===== src/rtl/muldiv6_seq.sv =====
// rtl/muldiv6_seq.sv - sequential unsigned multiplier / restoring divider, one iteration per cycle
//
// Purpose: computes a*b (shift-add) or, when built with MULDIV6_SEQ_DIV_EN
// defined, {a mod b, a / b} (restoring division) over WIDTH cycles.
// Optional feature macro: MULDIV6_SEQ_DIV_EN (divide support; when it is
// undefined every request is a multiply and dbz is tied to 0).
//
// Ports:
//   clk        in   sole clock, rising edge
//   rst        in   synchronous active-high reset
//   in_valid   in   operand request valid
//   in_ready   out  block is idle and can accept a request
//   op         in   0 multiply, 1 divide
//   a          in   multiplicand / dividend (unsigned, WIDTH)
//   b          in   multiplier / divisor (unsigned, WIDTH)
//   out_valid  out  result valid
//   out_ready  in   consumer accepts the result
//   result     out  product, or {remainder, quotient} (2*WIDTH)
//   dbz        out  divide-by-zero flag, qualified by out_valid

module muldiv6_seq #(
    parameter int WIDTH = 6
) (
    input  logic                 clk,
    input  logic                 rst,
    input  logic                 in_valid,
    output logic                 in_ready,
    input  logic                 op,
    input  logic [WIDTH-1:0]     a,
    input  logic [WIDTH-1:0]     b,
    output logic                 out_valid,
    input  logic                 out_ready,
    output logic [2*WIDTH-1:0]   result,
    output logic                 dbz
);

    localparam int CW = $clog2(WIDTH + 1);
    localparam logic [CW-1:0] LAST = CW'(WIDTH - 1);

    typedef enum logic [1:0] {
        IDLE = 2'd0,
        RUN  = 2'd1,
        DONE = 2'd2
    } state_t;

    state_t               state_q;
    logic [CW-1:0]        cnt_q;
    // Multiply: {partial product high half, remaining multiplier bits}.
    // Divide:   {partial remainder, dividend bits shifting into quotient}.
    logic [2*WIDTH-1:0]   acc_q;
    logic [WIDTH-1:0]     opnd_q;      // multiplicand or divisor
    logic                 in_ready_q;
    logic                 out_valid_q;
    logic [2*WIDTH-1:0]   result_q;
    logic                 dbz_q;

    logic [2*WIDTH-1:0]   acc_d;
    logic [2*WIDTH-1:0]   acc_init_d;
    logic [WIDTH-1:0]     opnd_init_d;
    logic                 dbz_init_d;

    // Shift-add step: carry out of the high-half add lands in the MSB after the shift.
    logic [WIDTH:0]       mul_sum;
    logic [2*WIDTH-1:0]   mul_next;

    always_comb begin
        mul_sum  = {1'b0, acc_q[2*WIDTH-1:WIDTH]} + (acc_q[0] ? {1'b0, opnd_q} : '0);
        mul_next = {mul_sum, acc_q[WIDTH-1:1]};
    end

`ifdef MULDIV6_SEQ_DIV_EN
    logic                 op_q;
    logic                 dbz_run_q;
    logic [WIDTH:0]       div_shift;
    logic [WIDTH:0]       div_diff;
    logic [2*WIDTH-1:0]   div_next;

    // Partial remainder stays below the divisor, so the trial difference fits
    // in WIDTH bits when it does not borrow and its MSB is the borrow flag.
    always_comb begin
        div_shift = acc_q[2*WIDTH-1:WIDTH-1];
        div_diff  = div_shift - {1'b0, opnd_q};
        if (div_diff[WIDTH])
            div_next = {acc_q[2*WIDTH-2:0], 1'b0};
        else
            div_next = {div_diff[WIDTH-1:0], acc_q[WIDTH-2:0], 1'b1};
    end

    always_comb begin
        dbz_init_d = op && (b == '0);
        if (!op) begin
            acc_init_d  = {{WIDTH{1'b0}}, b};
            opnd_init_d = a;
        end else if (b == '0) begin
            // Divide by zero: final answer is preloaded and held through RUN
            // so latency matches a normal operation.
            acc_init_d  = {a, {WIDTH{1'b1}}};
            opnd_init_d = b;
        end else begin
            acc_init_d  = {{WIDTH{1'b0}}, a};
            opnd_init_d = b;
        end

        if (!op_q)
            acc_d = mul_next;
        else if (dbz_run_q)
            acc_d = acc_q;
        else
            acc_d = div_next;
    end
`else
    logic unused_op;
    assign unused_op = op;

    always_comb begin
        dbz_init_d  = 1'b0;
        acc_init_d  = {{WIDTH{1'b0}}, b};
        opnd_init_d = a;
        acc_d       = mul_next;
    end
`endif

    always_ff @(posedge clk) begin
        if (rst) begin
            state_q     <= IDLE;
            cnt_q       <= '0;
            acc_q       <= '0;
            opnd_q      <= '0;
            in_ready_q  <= 1'b1;
            out_valid_q <= 1'b0;
            result_q    <= '0;
            dbz_q       <= 1'b0;
`ifdef MULDIV6_SEQ_DIV_EN
            op_q        <= 1'b0;
            dbz_run_q   <= 1'b0;
`endif
        end else begin
            case (state_q)
                IDLE: begin
                    if (in_valid) begin
                        acc_q      <= acc_init_d;
                        opnd_q     <= opnd_init_d;
                        cnt_q      <= '0;
                        in_ready_q <= 1'b0;
                        state_q    <= RUN;
`ifdef MULDIV6_SEQ_DIV_EN
                        op_q       <= op;
                        dbz_run_q  <= dbz_init_d;
`endif
                    end
                end
                RUN: begin
                    acc_q <= acc_d;
                    cnt_q <= cnt_q + 1'b1;
                    if (cnt_q == LAST) begin
                        result_q    <= acc_d;
                        dbz_q       <= dbz_init_q_sel();
                        out_valid_q <= 1'b1;
                        state_q     <= DONE;
                    end
                end
                DONE: begin
                    if (out_ready) begin
                        out_valid_q <= 1'b0;
                        in_ready_q  <= 1'b1;
                        state_q     <= IDLE;
                    end
                end
                default: begin
                    state_q     <= IDLE;
                    in_ready_q  <= 1'b1;
                    out_valid_q <= 1'b0;
                end
            endcase
        end
    end

    // Flag for the operation currently in RUN.
    function automatic logic dbz_init_q_sel();
`ifdef MULDIV6_SEQ_DIV_EN
        return dbz_run_q;
`else
        return 1'b0;
`endif
    endfunction

`ifndef MULDIV6_SEQ_DIV_EN
    logic unused_dbz_init;
    assign unused_dbz_init = dbz_init_d;
`endif

    assign in_ready  = in_ready_q;
    assign out_valid = out_valid_q;
    assign result    = result_q;
    assign dbz       = dbz_q;

endmodule


===== config.mk =====
export PLATFORM = sky130hd
export DESIGN_NAME = muldiv6_seq
export DESIGN_NICKNAME = d
export VERILOG_FILES = /design/src/rtl/muldiv6_seq.sv
export SDC_FILE = /design/constraint.sdc
export NUM_CORES = 1
export LEC_CHECK = 0
export BUFFER_PORTS_ARGS = -buffer_cell sky130_fd_sc_hd__clkbuf_2
export CORE_ASPECT_RATIO = 0.75
export CORE_MARGIN = 5
export CORE_UTILIZATION = 59
export CTS_CLUSTER_SIZE = 14
export DETAILED_ROUTE_END_ITERATION = 16
export GPL_ROUTABILITY_DRIVEN = 0
export PLACE_DENSITY_LB_ADDON = 0.08
export SETUP_SLACK_MARGIN = 0.4
export SLEW_MARGIN = 0
export SYNTH_ARGS = -nofsm -noshare
export SYNTH_HDL_FRONTEND = slang
export SYNTH_SLANG_ARGS = --single-unit

===== constraint.sdc =====
create_clock -name clk -period 2.93 [get_ports clk]
set_input_delay 0.1465 -clock clk [delete_from_list [all_inputs] [get_ports clk]]
set_output_delay 0.1465 -clock clk [all_outputs]
set_load 0.005 [all_outputs]

Word-level counts from Yosys, hierarchy flattened
Cells that the tools add are included.
Storage, ports and cells
  word-level logic and storage cells: 40
  register bits: 37
Cells by class
  equality and inequality tests: 6
  reductions and logical operators: 8
  add/sub/neg operators: 2
  muxes and demuxes: 15
  bitwise gates (word level): 2
Operators by type and width (number)
  $pmux W12 S2: 1
  $mux W12: 1
  $reduce_and A3 Y1: 3
  $add A6 B6 Y7: 1
  $mux W2: 3
  $mux W6: 1
  $ne A2 B2 Y1 const B: 3
  $pmux W1 S3: 2
  $pmux W2 S3: 1
  $pmux W3 S2: 1
  $reduce_and A2 Y1: 3
  $mux W1: 4
  $add A3 B1 Y3 const B: 1
  $eq A3 B3 Y1 const B: 1
  $mux W3: 1
  $eq A2 B1 Y1 const B: 1
  $eq A2 B2 Y1 const B: 1
  $logic_not A2 Y1: 1
  $not A1 Y1: 2
  $reduce_bool A2 Y1: 1

Longest topological paths before layout
  depth in word-level cells: 3
  depth in mapped cells: 9
  depth with buffers taken out: 9

Least setup slack after synthesis
Ideal clock, no wire load.
  kind: reg2reg
  start: register acc_q[0]
  end: register result_q[11] (netlist: result[11])
  period minus slack after synthesis: 1860 ps
  arrival: 1772 ps
  required time: 2842 ps
  cell stages (with the launch flop): 10
  slack: 1070 ps
  buffers on the path: 0
  cells stage by stage: dfxtp_1 and2_1 ha_1 inv_1 fa_1 nor2b_1 o21ai_1 a21oi_1 o21ai_1 a311oi_2
On the way
  cells in the longest elaborated chain, start to end: 2
Ends and longest elaborated chain
  from (decl): line 50  | logic [2*WIDTH-1:0] acc_q;
  from (signal assigned): line 141  | acc_q <= acc_init_d;
  $mux W6: line 67  | mul_sum = {1'b0, acc_q[2*WIDTH-1:WIDTH]} + (acc_q[0] ? {1'b0, opnd_q} : '0);
  $add A6 B6 Y7: line 67
  to (signal assigned): line 131  | result_q <= '0;
  to (signal assigned): line 156  | result_q <= acc_d;
  to (decl): line 54  | logic [2*WIDTH-1:0] result_q;
Every way passes these cells.
A chain may end at the register's enable or synchronous reset.

Final worst setup path
  start: register acc_q[0]
  end: register acc_q[11]
On the way
  cells in the longest elaborated chain, start to end: 3
Ends and longest elaborated chain
  $mux W6: line 67
  $add A6 B6 Y7: line 67
  $pmux W12 S2: line 138  | case (state_q)
Every way passes these cells.

==> impl_metrics.csv <==
group,metric,value,unit
route,num_vias,1414,
die,die_h,57.7,um
critical_path,critical_path.max_stage_delay,420,ps
clock_tree,cts_made_buffers,5,
placed_design,portBuffers,29,
global_routing,grt_pass1_wl,6180,um
sta,max_freq,0.479,GHz
sta,skew,6.95,ps
critical_path,critPathSlowestCell,"dfxtp_1",
synth,synth-main-ff-cell,"dfxtp_1",
synth,synth_cells,207,
synth,synthArstFlopShare,0,%
sta,post-route-min-period,2090,ps
synth,ys_seq_elements,37,
route,first_pass_iters,4,
route,routedWlPerCell,13.5,um
route,first_iter_violations,96,
die,die_w,73.6,um
critical_path,start_kind,"flop",
synth,synth_cell_type_count,39,
die,rows,17,
clock_tree,ctsHoldBuffers,0,
synth,synth_common_cells,"dfxtp_1 (37), nand2_1 (37), nor2_1 (18), a21oi_1 (16)",
critical_path,path_common_cell,"o21ai_1",
cells_and_area,insertedDiodeCount,0,
die,io_pins,32,
clock_tree,clk_pin_slew,70,ps
cells_and_area,final_layout_size_suffix_gt1_share,26.5,%
clock_tree,cts_setup_buffers,0,
sta,rsz0062_at_grt,"false",
sta,maxSlewViolCount,0,
cells_and_area,final_cells,268,
critical_path,critPathRequiredTime,3130,ps
critical_path,arrival,2290,ps
synth,synth_area,1790,um2
sta,finalSetupTns,0,ps
synth,synth_area_leaders,"dfxtp_1 (41%), nand2_1 (7.8%), ha_1 (5.6%), a21oi_1 (4.5%), a21oi_2 (3.9%)",
cells_and_area,fin_util,67.6,%
clock_tree,clock_sinks,37,
die,core,2940,um2
critical_path,critical_path_class,"reg2reg",
global_routing,gr-total-overflow,0,
sta,hold_viol,0,
synth,yosysTopAreaCellShare,41.3,%
min_path,hold_class,"in2reg",
sta,worst_slack,841,ps
global_routing,grt_pass1_vias,1363,
clock_tree,cts-resized-gates,0,
synth,synth_edf_count,0,
sta,setup_violations,0,
global_routing,grt_max_degree,42,
power_and_ir_drop,ir_worst_vdd,0.395,mV
synth,yosys_warnings,0,
placed_design,hpwl,2560,um
route,antenna_left,0,
job,drv_cap,0,
global_routing,grt_usage,18.8,%
critical_path,worstSetupEndpointType,"flop",
critical_path,critPathMaxFanout,7,
synth,yosysTopAreaCell,"dfxtp_1",
placed_design,placedCellCount,260,
power_and_ir_drop,p_leak,0.798,nW
critical_path,path_buf_inv,1,
sta,worstMarginPinSlew,927,ps
route,viasPerCell,5.28,
synth,synth_nets,233,
synth,ys_seq_area_share,41.3,%
global_routing,antenna_found_initial,0,
power_and_ir_drop,p_per_area,512,nW/um2
synth,avgSynthCellArea,8.66,um2
placed_design,dpl_worst_slack,851,ps
die,initial_core_util,61.0,%
critical_path,worstPathCellList,"and2_1 > ha_1 > inv_1 > fa_1 > nor2b_1 > o21ai_1 > a21oi_1 > o21ai_1 > a311oi_1",
cells_and_area,nets,255,
route,drc,0,
sta,slew-limit-headroom,38.2,%
die,die_area,4250,um2
critical_path,critical_path.top_delay_family,"compound AO/OA/AOI/OAI gates",
cells_and_area,synthToLayoutAreaGrowth,10.8,%
clock_tree,h-tree-depth,2,
status,outcome,"complete, no violations",
sta,period_share,71.3,%
clock_tree,insertion_delay,300,ps
clock_tree,cts-root-buf,"clkbuf_8",
clock_tree,cts_tree,"yes",
route,routed_wl,3610,um
clock_tree,clk_path_buf_depth,2,
[metrics by stage]
| stage | total power, W | instance area (um2) | hold slack, ps |
|---|---|---|---|
| floorplan | 0.000611 | 1790 | 282 |
| CTS | 0.00102 | 1990 | 62.6 |
| detailed placement | 0.000632 | 1880 | 376 |
| global route | 0.00106 | 1990 | 76.0 |
| finish | 0.00102 | 1990 | 69.6 |
| global placement | 0.000628 | 1880 | 370 |
[kinds of logic (layout without fill, tap and decap cells)]
| group | count (synthesis) | count (layout) | synth area share (%) |
|---|---|---|---|
| compound gates | 48 | 48 | 19.1 |
| xor+xnor | 3 | 3 | 1.47 |
| fa+ha+maj | 9 | 9 | 6.70 |
| buf+inv | 21 | 44 | 7.05 |
| flops | 37 | 37 | 41.3 |
| other cells | 1 | 1 | 0.209 |
| simple gates | 88 | 88 | 24.2 |
[flip-flops by register name, indices dropped and copies added, names as in the netlist]
register	count
acc_q	12
result	12
opnd_q	6
state_q	2
out_valid	1
cnt_q	3
in_ready	1
[layer usage]
metal / part of all wire [%] / global-route usage (%)
met5: 0 / 0
met2: 42 / 27.8
met1: 51 / 25.2
met4: 1.1 / 5.94
met3: 5.9 / 7.45
[worst min-delay path, delay by kind of cell]
kind                   cells  cell delay (ps)
buffers and inverters      1               80
AOI/OAI and AO/OA          1               50
and+or+nand+nor            1               50
[where the power goes]
group	total [W]	internal, W	switching (W)
registers	0.000535	0.000520	0.0000145
logic	0.0000852	0.0000319	0.0000533
clock network	0.000396	0.000213	0.000184
total	0.00102	0.000765	0.000252
[cells in the final DEF, fill, tap and decap left out, types with 2 or more instances in the layout]
cell / count
a31oi_1: 2
clkbuf_8: 7
nand2_1: 37
nand3_1: 4
and2_1: 5
o21ai_0: 5
o21ai_1: 2
nor2b_1: 2
nand2b_1: 4
ha_1: 8
nand4b_1: 2
dfxtp_1: 37
a21oi_2: 8
o31ai_1: 2
nand2_2: 8
a311oi_1: 7
clkbuf_2: 29
o31ai_2: 2
nand3b_1: 3
xnor2_1: 2
a21oi_1: 16
inv_1: 7
nor2_1: 18
[worst paths after layout]
kind / start / to / slack (ps) / cells past startpoint
worst max-delay path: acc_q[0] / acc_q[11] / 840 / 9
worst min-delay path: a[3] / opnd_q[3] / 70 / 3
worst max register to register: acc_q[0] / acc_q[11] / 840 / 9
worst min register to register: opnd_q[3] / opnd_q[3] / 450 / 2
[area by class of cell]
| type | instances | area, um2 |
|---|---|---|
| sequential | 37 | 741 |
| multi-input combinational | 149 | 925 |
| clock inverter | 1 | 5.00 |
| clock buffer | 7 | 96.3 |
| inverter | 7 | 26.3 |
| fill | 244 | 950 |
| timing repair buffer | 29 | 145 |
| tap | 38 | 47.5 |
Power figures use the tool's default switching activity.
